==> src/rtl/time_edit_ctrl.sv <==
// Digit-by-digit HH:MM editor for the set-time and set-alarm modes.
// Loads the current time on edit entry, steps a cursor across the four BCD digits, and acknowledges on completion.
module time_edit_ctrl #(
    parameter int BLINK_DIV = 25_000_000
) (
    input  logic       i_clk,
    input  logic       i_rst,
    input  logic       i_edit_en,
    input  logic [4:0] i_init_hours,
    input  logic [5:0] i_init_minutes,
    input  logic       i_inc_button,
    input  logic       i_next_button,
    output logic [1:0] o_hours_left,
    output logic [3:0] o_hours_right,
    output logic [2:0] o_minutes_left,
    output logic [3:0] o_minutes_right,
    output logic [4:0] o_hours_bin,
    output logic [5:0] o_minutes_bin,
    output logic [1:0] o_digit_sel,
    output logic       o_blink,
    output logic       o_ack_flag,
    output logic       o_load_pulse
);

    localparam int CNT_W = (BLINK_DIV > 2) ? $clog2(BLINK_DIV) : 1;
    localparam logic [CNT_W-1:0] CNT_MAX = CNT_W'(BLINK_DIV - 1);

    typedef enum logic [2:0] {
        S_IDLE,
        S_EDIT_HL,
        S_EDIT_HR,
        S_EDIT_ML,
        S_EDIT_MR,
        S_DONE
    } state_t;

    state_t           r_state;
    state_t           w_state;
    logic [1:0]       r_hl;
    logic [1:0]       w_hl;
    logic [3:0]       r_hr;
    logic [3:0]       w_hr;
    logic [2:0]       r_ml;
    logic [2:0]       w_ml;
    logic [3:0]       r_mr;
    logic [3:0]       w_mr;
    logic [1:0]       r_sel;
    logic [1:0]       w_sel;
    logic             r_blink;
    logic             w_blink;
    logic             r_ack;
    logic             w_ack;
    logic             r_load;
    logic             w_load;
    logic             r_edit_en_d;
    logic [CNT_W-1:0] r_cnt;
    logic [CNT_W-1:0] w_cnt;

    // Tens/units split by comparison; the ranges are small enough that no divider is needed.
    function automatic logic [1:0] hoursTens(input logic [4:0] value);
        if (value >= 5'd20)
            return 2'd2;
        else if (value >= 5'd10)
            return 2'd1;
        else
            return 2'd0;
    endfunction

    function automatic logic [3:0] hoursUnits(input logic [4:0] value);
        logic [4:0] units;
        units = value - 5'(hoursTens(value)) * 5'd10;
        return units[3:0];
    endfunction

    function automatic logic [2:0] minutesTens(input logic [5:0] value);
        if (value >= 6'd50)
            return 3'd5;
        else if (value >= 6'd40)
            return 3'd4;
        else if (value >= 6'd30)
            return 3'd3;
        else if (value >= 6'd20)
            return 3'd2;
        else if (value >= 6'd10)
            return 3'd1;
        else
            return 3'd0;
    endfunction

    function automatic logic [3:0] minutesUnits(input logic [5:0] value);
        logic [5:0] units;
        units = value - 6'(minutesTens(value)) * 6'd10;
        return units[3:0];
    endfunction

    always_comb begin
        w_state = r_state;
        w_hl    = r_hl;
        w_hr    = r_hr;
        w_ml    = r_ml;
        w_mr    = r_mr;
        w_cnt   = '0;
        w_blink = 1'b0;
        w_ack   = 1'b0;
        w_load  = 1'b0;

        if (!i_edit_en) begin
            w_state = S_IDLE;
        end else begin
            case (r_state)
                S_IDLE: begin
                    if (!r_edit_en_d) begin
                        w_state = S_EDIT_HL;
                        if (i_init_hours > 5'd23 || i_init_minutes > 6'd59) begin
                            w_hl = 2'd0;
                            w_hr = 4'd0;
                            w_ml = 3'd0;
                            w_mr = 4'd0;
                        end else begin
                            w_hl = hoursTens(i_init_hours);
                            w_hr = hoursUnits(i_init_hours);
                            w_ml = minutesTens(i_init_minutes);
                            w_mr = minutesUnits(i_init_minutes);
                        end
                    end
                end

                S_EDIT_HL, S_EDIT_HR, S_EDIT_ML, S_EDIT_MR: begin
                    if (i_next_button) begin
                        case (r_state)
                            S_EDIT_HL: w_state = S_EDIT_HR;
                            S_EDIT_HR: w_state = S_EDIT_ML;
                            S_EDIT_ML: w_state = S_EDIT_MR;
                            default: begin
                                w_state = S_DONE;
                                w_ack   = 1'b1;
                                w_load  = 1'b1;
                            end
                        endcase
                    end else begin
                        if (r_cnt == CNT_MAX) begin
                            w_cnt   = '0;
                            w_blink = ~r_blink;
                        end else begin
                            w_cnt   = r_cnt + 1'b1;
                            w_blink = r_blink;
                        end

                        // HR is clamped when HL reaches 2 so the hours never exceed 23.
                        if (i_inc_button) begin
                            case (r_state)
                                S_EDIT_HL: begin
                                    if (r_hl == 2'd2) begin
                                        w_hl = 2'd0;
                                    end else begin
                                        w_hl = r_hl + 2'd1;
                                        if (r_hl == 2'd1 && r_hr > 4'd3)
                                            w_hr = 4'd3;
                                    end
                                end
                                S_EDIT_HR: begin
                                    if ((r_hl == 2'd2 && r_hr >= 4'd3) || r_hr == 4'd9)
                                        w_hr = 4'd0;
                                    else
                                        w_hr = r_hr + 4'd1;
                                end
                                S_EDIT_ML: begin
                                    if (r_ml == 3'd5)
                                        w_ml = 3'd0;
                                    else
                                        w_ml = r_ml + 3'd1;
                                end
                                default: begin
                                    if (r_mr == 4'd9)
                                        w_mr = 4'd0;
                                    else
                                        w_mr = r_mr + 4'd1;
                                end
                            endcase
                        end
                    end
                end

                S_DONE: begin
                    if (i_next_button)
                        w_state = S_EDIT_HL;
                    else
                        w_ack = 1'b1;
                end

                default: w_state = S_IDLE;
            endcase
        end
    end

    always_comb begin
        w_sel = 2'd0;
        case (w_state)
            S_EDIT_HR: w_sel = 2'd1;
            S_EDIT_ML: w_sel = 2'd2;
            S_EDIT_MR: w_sel = 2'd3;
            default:   w_sel = 2'd0;
        endcase
    end

    always_ff @(posedge i_clk) begin
        if (i_rst) begin
            r_state     <= S_IDLE;
            r_hl        <= 2'd0;
            r_hr        <= 4'd0;
            r_ml        <= 3'd0;
            r_mr        <= 4'd0;
            r_sel       <= 2'd0;
            r_blink     <= 1'b0;
            r_ack       <= 1'b0;
            r_load      <= 1'b0;
            r_edit_en_d <= 1'b0;
            r_cnt       <= '0;
        end else begin
            r_state     <= w_state;
            r_hl        <= w_hl;
            r_hr        <= w_hr;
            r_ml        <= w_ml;
            r_mr        <= w_mr;
            r_sel       <= w_sel;
            r_blink     <= w_blink;
            r_ack       <= w_ack;
            r_load      <= w_load;
            r_edit_en_d <= i_edit_en;
            r_cnt       <= w_cnt;
        end
    end

    assign o_hours_left    = r_hl;
    assign o_hours_right   = r_hr;
    assign o_minutes_left  = r_ml;
    assign o_minutes_right = r_mr;
    assign o_hours_bin     = 5'(r_hl) * 5'd10 + 5'(r_hr);
    assign o_minutes_bin   = 6'(r_ml) * 6'd10 + 6'(r_mr);
    assign o_digit_sel     = r_sel;
    assign o_blink         = r_blink;
    assign o_ack_flag      = r_ack;
    assign o_load_pulse    = r_load;

endmodule

==> config.mk <==
export PLATFORM = sky130hd
export DESIGN_NAME = time_edit_ctrl
export DESIGN_NICKNAME = d
export VERILOG_FILES = /design/src/rtl/time_edit_ctrl.sv
export SDC_FILE = /design/constraint.sdc
export NUM_CORES = 1
export LEC_CHECK = 0
export CAP_MARGIN = 20
export CORE_MARGIN = 2
export CORE_UTILIZATION = 45
export CTS_CLUSTER_DIAMETER = 40
export DETAILED_ROUTE_END_ITERATION = 10
export PLACE_DENSITY = 0.81
export SYNTH_ARGS = -nofsm -noshare
export SYNTH_HDL_FRONTEND = slang
export SYNTH_SLANG_ARGS = --single-unit
==> constraint.sdc <==
create_clock -name i_clk -period 2.55 [get_ports i_clk]
set_input_delay 0.3825 -clock i_clk [delete_from_list [all_inputs] [get_ports i_clk]]
set_output_delay 0.3825 -clock i_clk [all_outputs]
set_load 0.02 [all_outputs]
==> metrics.csv, run 1 <==
metric,value,unit
P_sw,0.504,mW
clock sinks,47,
Rows,29,
setup TNS,0,ns
Pins Over Slew Limit,0,
# IOs,45,
Tcrit/Tclk final,95.9,%
fin area,3740,um2
Longest Clk Path Bufs,2,
"crit path setup slack, layout",0.103,ns
Total GRT Usage,19.0,%
Final Hold Fails,0,
number of distinct library cells after synthesis,50,
Synth Register Bits,47,
WP data arrival,2.65,ns
Clock Skews,0.00621,ns
Synth Area in Adders,7.89,%
post-synthesis mux area share,2.43,%
drt wl/cell,13.6,um
initial antenna violation count,0,
DR DRC count,0,
First-pass DRT Iterations,4,
post-synthesis xor/xnor area fraction,9.40,%
Internal Pwr Total,1.17,mW
Congestion Overflow GR,0,
Avg Synthesized Cell Area,8.08,um2
Core ar.,6390,um2
Worst setup SP type,primary input,
Antenna Nets Post-Route,0,
multi-input logic area,1880,um2
Die W,85.4,um
Iteration-0 DRC Markers,207,
Most used DFF post-synth,dfxtp_1,
Hold Buf Count CTS,0,
synthesized cell area,2980,um2
register area,945,um2
Initial Util,46.7,%
share of cells above drive strength 1,10.7,%
Max Cap Viol,0,
DR vias,2831,
Worst EP required,2.76,ns
setup bufs post-CTS,0,
crit path time final,2.45,ns
CTS tree,done,
Ys Warns,0,
maximum fanout along the worst path,5,
number of synthesized flops with an enable pin,0,
Synth Instances,369,
largest family of logic cells by synthesized area,simple AND/OR/NAND/NOR gates,
Crit Path Class,primary input to flop,
fmax,409,MHz
top layer in use,met4,
CTS clock-pin slew for the worst setup and hold paths,0.09,ns
part of the Yosys area used for sequential elements,31.5,%
status,"complete, no violations",
Finished Layout Cells,505,
Area Growth Syn to Fin,25.3,%
PwrDens,448,nW/um2
Layout Nets,460,
switching portion of total power,30.1,%
simple-gate portion of the synthesized area,28.0,%
Worst slew margin,62.6,%
Fill cells,547,
hold_ws,0.495,ns
Gate power share,24.3,%
largest net degree at the start of global routing,26,
CP Capture Type,flop,
fraction of registers with async set/reset,0,%
CTS Root Cell,clkbuf_8,
min-delay worst type,flop to flop,
Leak,1.47,nW
DR WL met3,359,um
hpwl dp,5280,um
Compound-Gate Fraction of Synth Area,14.6,%
IO Port Bufs,44,
clock network fraction of total power,29.0,%
Tightest Pin Transition,0.556,ns
pre-CTS setup slack,-0.383,ns
met2 WL post-DR,3330,um
Die Footprint,7300,um2
Placer Congestion,0.836,
placed cell area,3610,um2
Seq pwr share,46.7,%
CTS buffer count,5,
Placed Cells incl. Taps,497,
Die Y,85.4,um
htree depth,2,
vias per cell,5.61,
unrepaired setup endpoints after global routing,yes,
n_diodes,0,
Metal-1 WL,3090,um
vias in the first global route,2551,
first-pass GRT wire length,11500,um
setup violators final,0,
clk_lat worst skew,0.31,ns
Synth Net Count,402,
maximum vdd ir drop,306,uV
Routed Wire Length,6880,um
[critical path, stage by stage]
cell	delay [ns]
clkdlybuf4s50_1	0.48
buf_4	0.14
a21oi_1	0.06
a31oi_1	0.15
o21bai_1	0.09
and2_1	0.15
ha_1	0.19
fa_2	0.37
xnor2_1	0.26
a2111oi_4	0.11
a31o_2	0.26
[synthesized netlist by cell type, drive strengths merged, types with 5 or more instances]
| master | number | share of area, % |
|---|---|---|
| a21oi | 12 | 2.0 |
| nand4 | 9 | 1.9 |
| nor2b | 10 | 2.1 |
| nor2 | 46 | 5.8 |
| xor2 | 19 | 5.6 |
| nand3 | 17 | 2.9 |
| o21ai | 18 | 3.0 |
| nand2b | 11 | 2.3 |
| dfxtp | 47 | 32 |
| clkbuf | 10 | 1.3 |
| and3 | 11 | 2.3 |
| nand2 | 15 | 1.9 |
| inv | 22 | 2.8 |
| xnor2 | 13 | 3.8 |
| ha | 14 | 5.9 |
| nor3 | 10 | 1.7 |
| nor4 | 7 | 1.5 |
| a211oi | 5 | 1.3 |
| mux2i | 5 | 1.7 |
| buf | 9 | 2.1 |
[flip-flops by register name (all words and copies together), names as in the netlist, 2 cells and up]
name	flops
r_cnt	25
o_hours_left	2
o_minutes_left	3
o_hours_right	4
o_digit_sel	2
r_state	3
o_minutes_right	4
[what timing repair did]
action | 4_1_cts | 5_1_grt
setup endpoints to repair | 4 | 5
gates resized for setup | 5 | 11
pin swaps | 1 | 1
[layout make-up]
type | count | share of cell area (%)
multi-input combinational | 281 | 50.4
timing repair buffer | 70 | 16.9
clock buffer | 6 | 2.21
sequential | 47 | 25.3
inverter | 22 | 2.21
clock inverter | 2 | 0.435
tap | 77 | 2.58
[per-layer routing]
layer  global-route usage [%]  up-vias
li1                         -     1410
met5                        0        -
met2                     31.9       92
met4                     5.92        0
met1                     24.9     1318
met3                     3.50       11
[path summary, 6_finish.rpt]
| check | endpoint | startpoint | cells after the start | slack [ns] |
|---|---|---|---|---|
| worst min register to register | r_cnt[0]$_SDFF_PP0_ | r_cnt[0]$_SDFF_PP0_ | 1 | 0.50 |
| worst min-delay path | r_cnt[0]$_SDFF_PP0_ | r_cnt[0]$_SDFF_PP0_ | 1 | 0.50 |
| worst max register to register | r_cnt[24]$_SDFF_PP0_ | r_state[0]$_SDFF_PP0_ | 5 | 0.45 |
| worst max-delay path | o_minutes_right[3]$_SDFFE_PP0P_ | i_init_minutes[3] | 11 | 0.10 |
[power by group through the flow]
| stage | combinational [mW] | clock, mW | sequential, mW |
|---|---|---|---|
| 2_1_floorplan | 0.216 | 0 | 0.812 |
| 3_3_place_gp | 0.392 | 0 | 0.796 |
| 3_5_place_dp | 0.403 | 0 | 0.798 |
| 4_1_cts | 0.401 | 0.495 | 0.781 |
| 5_1_grt | 0.443 | 0.535 | 0.787 |
| 6_report | 0.407 | 0.486 | 0.782 |
[kinds of logic (layout without fill, tap and decap cells)]
group	Yosys count	count (layout)
and+or+nand+nor	158	158
AOI/OAI and AO/OA	67	67
muxes	7	7
adders and majority gates	17	17
buffers and inverters	41	100
xor gates and xnor gates	32	32
DFF	47	47
[cells in the final DEF, fill, tap and decap left out, types with 12 or more instances in the layout]
master,instances
o21ai_0,18
buf_4,26
xnor2_1,13
nor2_1,46
nand3_1,17
nand2_1,15
clkdlybuf4s50_1,39
a21oi_1,12
xor2_1,19
inv_1,22
dfxtp_1,44
ha_1,14
[through the flow]
stage	power (mW)	util (%)
2_1_floorplan	1.03	-
3_3_place_gp	1.19	56.6
3_5_place_dp	1.20	56.6
4_1_cts	1.68	58.1
5_1_grt	1.76	58.5
6_report	1.67	58.5
No activity file was read; power rests on OpenSTA's default activity.
==> run 2: changes to the inputs <==
--- a/config.mk
+++ b/config.mk
@@ -10,7 +10,8 @@
 export CORE_UTILIZATION = 45
 export CTS_CLUSTER_DIAMETER = 40
 export DETAILED_ROUTE_END_ITERATION = 10
-export PLACE_DENSITY = 0.81
+export GPL_TIMING_DRIVEN = 0
+export PLACE_DENSITY = 0.78
 export SYNTH_ARGS = -nofsm -noshare
 export SYNTH_HDL_FRONTEND = slang
 export SYNTH_SLANG_ARGS = --single-unit
==> constraint.sdc (replaced) <==
create_clock -name i_clk -period 2.29 [get_ports i_clk]
set_input_delay 0.3435 -clock i_clk [delete_from_list [all_inputs] [get_ports i_clk]]
set_output_delay 0.3435 -clock i_clk [all_outputs]
set_load 0.02 [all_outputs]
==> metrics.csv, run 2 (synthesis gave the netlist of run 1 again) <==
metric,value,unit,change
status,"complete, no violations",,
vias per cell,5.54,,-1.1%
Iteration-0 DRC Markers,133,,-36%
Largest Register,r_cnt,,
unrepaired setup endpoints after global routing,no,,
met3 Use GR,3.79,%,+0.29 points
Fill cells,570,,+4.2%
WP data arrival,1.87,ns,-0.78 ns
Pins Over Slew Limit,0,,unchanged
Finished Layout Cells,503,,-0.40%
First-pass DRT Iterations,6,,+2
CTS buffer count,5,,unchanged
Crit Path Class,flop to output port,,
busiest layer in global routing,met2,,
Longest Clk Path Bufs,2,,unchanged
clock sinks,47,,unchanged
crit path time final,2.22,ns,
Die Footprint,7300,um2,unchanged
first-pass GRT wire length,11900,um,+3.9%
share of cells above drive strength 1,11.7,%,+0.99 points
multi-input logic area,1900,um2,+0.93%
fmax,451,MHz,
pre-CTS setup slack,-0.595,ns,-0.212 ns
Total GRT Usage,19.7,%,+0.66 points
Max Cap Viol,0,,unchanged
setup violators final,0,,unchanged
CTS Root Cell,clkbuf_8,,
Tightest Pin Transition,0.612,ns,+0.0558 ns
maximum fanout along the worst path,7,,+2
Initial Util,46.7,%,unchanged
Final Hold Fails,0,,unchanged
largest net degree at the start of global routing,15,,-42%
Area Growth Syn to Fin,24.7,%,
Leak,1.44,nW,-2.0%
Placer Congestion,0.887,,+6.1%
Die W,85.4,um,unchanged
CTS tree,done,,
Worst setup SP type,flop,,
Hold Path Stages,2,,+1
htree depth,2,,unchanged
most frequent cells in the layout,"nor2_1, dfxtp_1, clkdlybuf4s50_1, inv_1, xor2_1",,
M1 GR Usage,24.0,%,-0.86 points
r2r worst-path depth,6,,+1
register area,955,um2,+1.1%
"most common cell after layout, fill and taps aside",nor2_1,,
Clock Skews,0.00984,ns,+0.00363 ns
PwrDens,503,nW/um2,+12%
Reg-to-Reg Start,r_state[0]$_SDFF_PP0_,,
Die Y,85.4,um,unchanged
Routed Wire Length,6870,um,-0.17%
CP Capture Type,output port,,
R2R setup slack,0.19,ns,-0.26 ns
met2 Use GR,34.7,%,+2.8 points
Crit Reg-Reg Endpoint,o_minutes_left[2]$_SDFFE_PP0P_,,
IO Port Bufs,42,,-4.5%
hpwl dp,5060,um,-4.1%
vias in the first global route,2680,,+5.1%
n_diodes,0,,unchanged
DR DRC count,0,,unchanged
"Endpoint, Worst Hold",o_load_pulse$_SDFF_PP0_,,
initial antenna violation count,0,,unchanged
drt wl/cell,13.7,um,+0.22%
max reg flops,25,,unchanged
maximum vdd ir drop,279,uV,-9.1%
hold_sp,i_next_button,,
Placed Cells incl. Taps,488,,-1.8%
Congestion Overflow GR,0,,unchanged
clk_lat worst skew,0.31,ns,about the same
Worst EP required,1.95,ns,-0.81 ns
Worst slew margin,58.9,%,-3.7 points
DR vias,2789,,-1.5%
Layout Nets,458,,-0.43%
CTS clock-pin slew for the worst setup and hold paths,0.09,ns,about the same
# IOs,45,,unchanged
Rows,29,,unchanged
"crit path setup slack, layout",0.0737,ns,-0.0296 ns
Core ar.,6390,um2,unchanged
min-delay worst type,primary input to flop,,
Tcrit/Tclk final,96.8,%,
Antenna Nets Post-Route,0,,unchanged
[run 2: changes by cell type in the layout (fill, tap and decap cells not counted), moves of 3 or more]
cell | previous run | this run
clkbuf_1 | 0 | 7
buf_4 | 26 | 10
dfxtp_1 | 44 | 40
buf_2 | 0 | 5
clkdlybuf4s50_1 | 39 | 31
clkbuf_8 | 6 | 9
dlygate4sd2_1 | 2 | 7
[run 2: worst max-delay path by stage]
stage | startpoint | end | slack [ns]
finish | o_minutes_left[0]$_SDFFE_PP0P_ | o_minutes_bin[5] | 0.07
global route | o_hours_left[0]$_SDFFE_PP0P_ | o_hours_bin[3] | 0.01
CTS | o_minutes_left[0]$_SDFFE_PP0P_ | o_minutes_bin[4] | 0.0003
detailed placement | i_init_minutes[5] | o_minutes_right[3]$_SDFFE_PP0P_ | -0.59
global placement | i_init_minutes[3] | o_minutes_right[3]$_SDFFE_PP0P_ | -0.55
floorplan | i_init_minutes[4] | o_minutes_right[3]$_SDFFE_PP0P_ | 0.02
[run 2: critical path: stages (launching register included)]
cell and delay, ns:
dfxtp_4 0.37, ha_1 0.33, ha_4 0.29, nor2b_1 0.16, o21ai_1 0.09, xnor2_1 0.16
buf_4 0.16
[run 2: stage by stage]
step                      setup TNS, ns  util, %  area, um2  hold WS (ns)  total power [mW]
final                                 0     58.3       3720         0.458              1.87
after global routing                  0     58.3       3720         0.488              1.97
after CTS                             0     58.0       3700         0.461              1.87
after detailed placement          -1.37     54.9       3510         0.469              1.31
after global placement            -1.07     54.9       3510         0.466              1.30
after floorplan                       0        -       2990         0.422              1.15
[run 2: what timing repair did]
action / 4_1_cts / 5_1_grt
pin swaps: 8 / 4
endpoints found under the setup margin: 9 / 3
cloned: 0 / 0
gates resized for setup: 40 / 8
buffers inserted: 7 / 0
hold buffers: 0 / 0
[run 2: layer usage]
layer / vias to the layer above / share of wire (%)
met5: - / 0
met4: 0 / 1.4
met3: 11 / 3.6
met2: 53 / 50
met1: 1318 / 45
li1: 1407 / -
[run 2: cell type report]
type | count | share of cell area (%)
sequential | 47 | 25.7
clock buffer | 7 | 2.59
inverter | 22 | 2.22
clock inverter | 1 | 0.202
multi-input combinational | 281 | 51.1
tap | 77 | 2.59
timing repair buffer | 49 | 12.1
buffer | 19 | 3.53
[run 2: report_power, final]
part / internal, mW / switching [mW]
clock network: 0.275 / 0.287
logic: 0.203 / 0.233
registers: 0.839 / 0.0352
total: 1.32 / 0.555
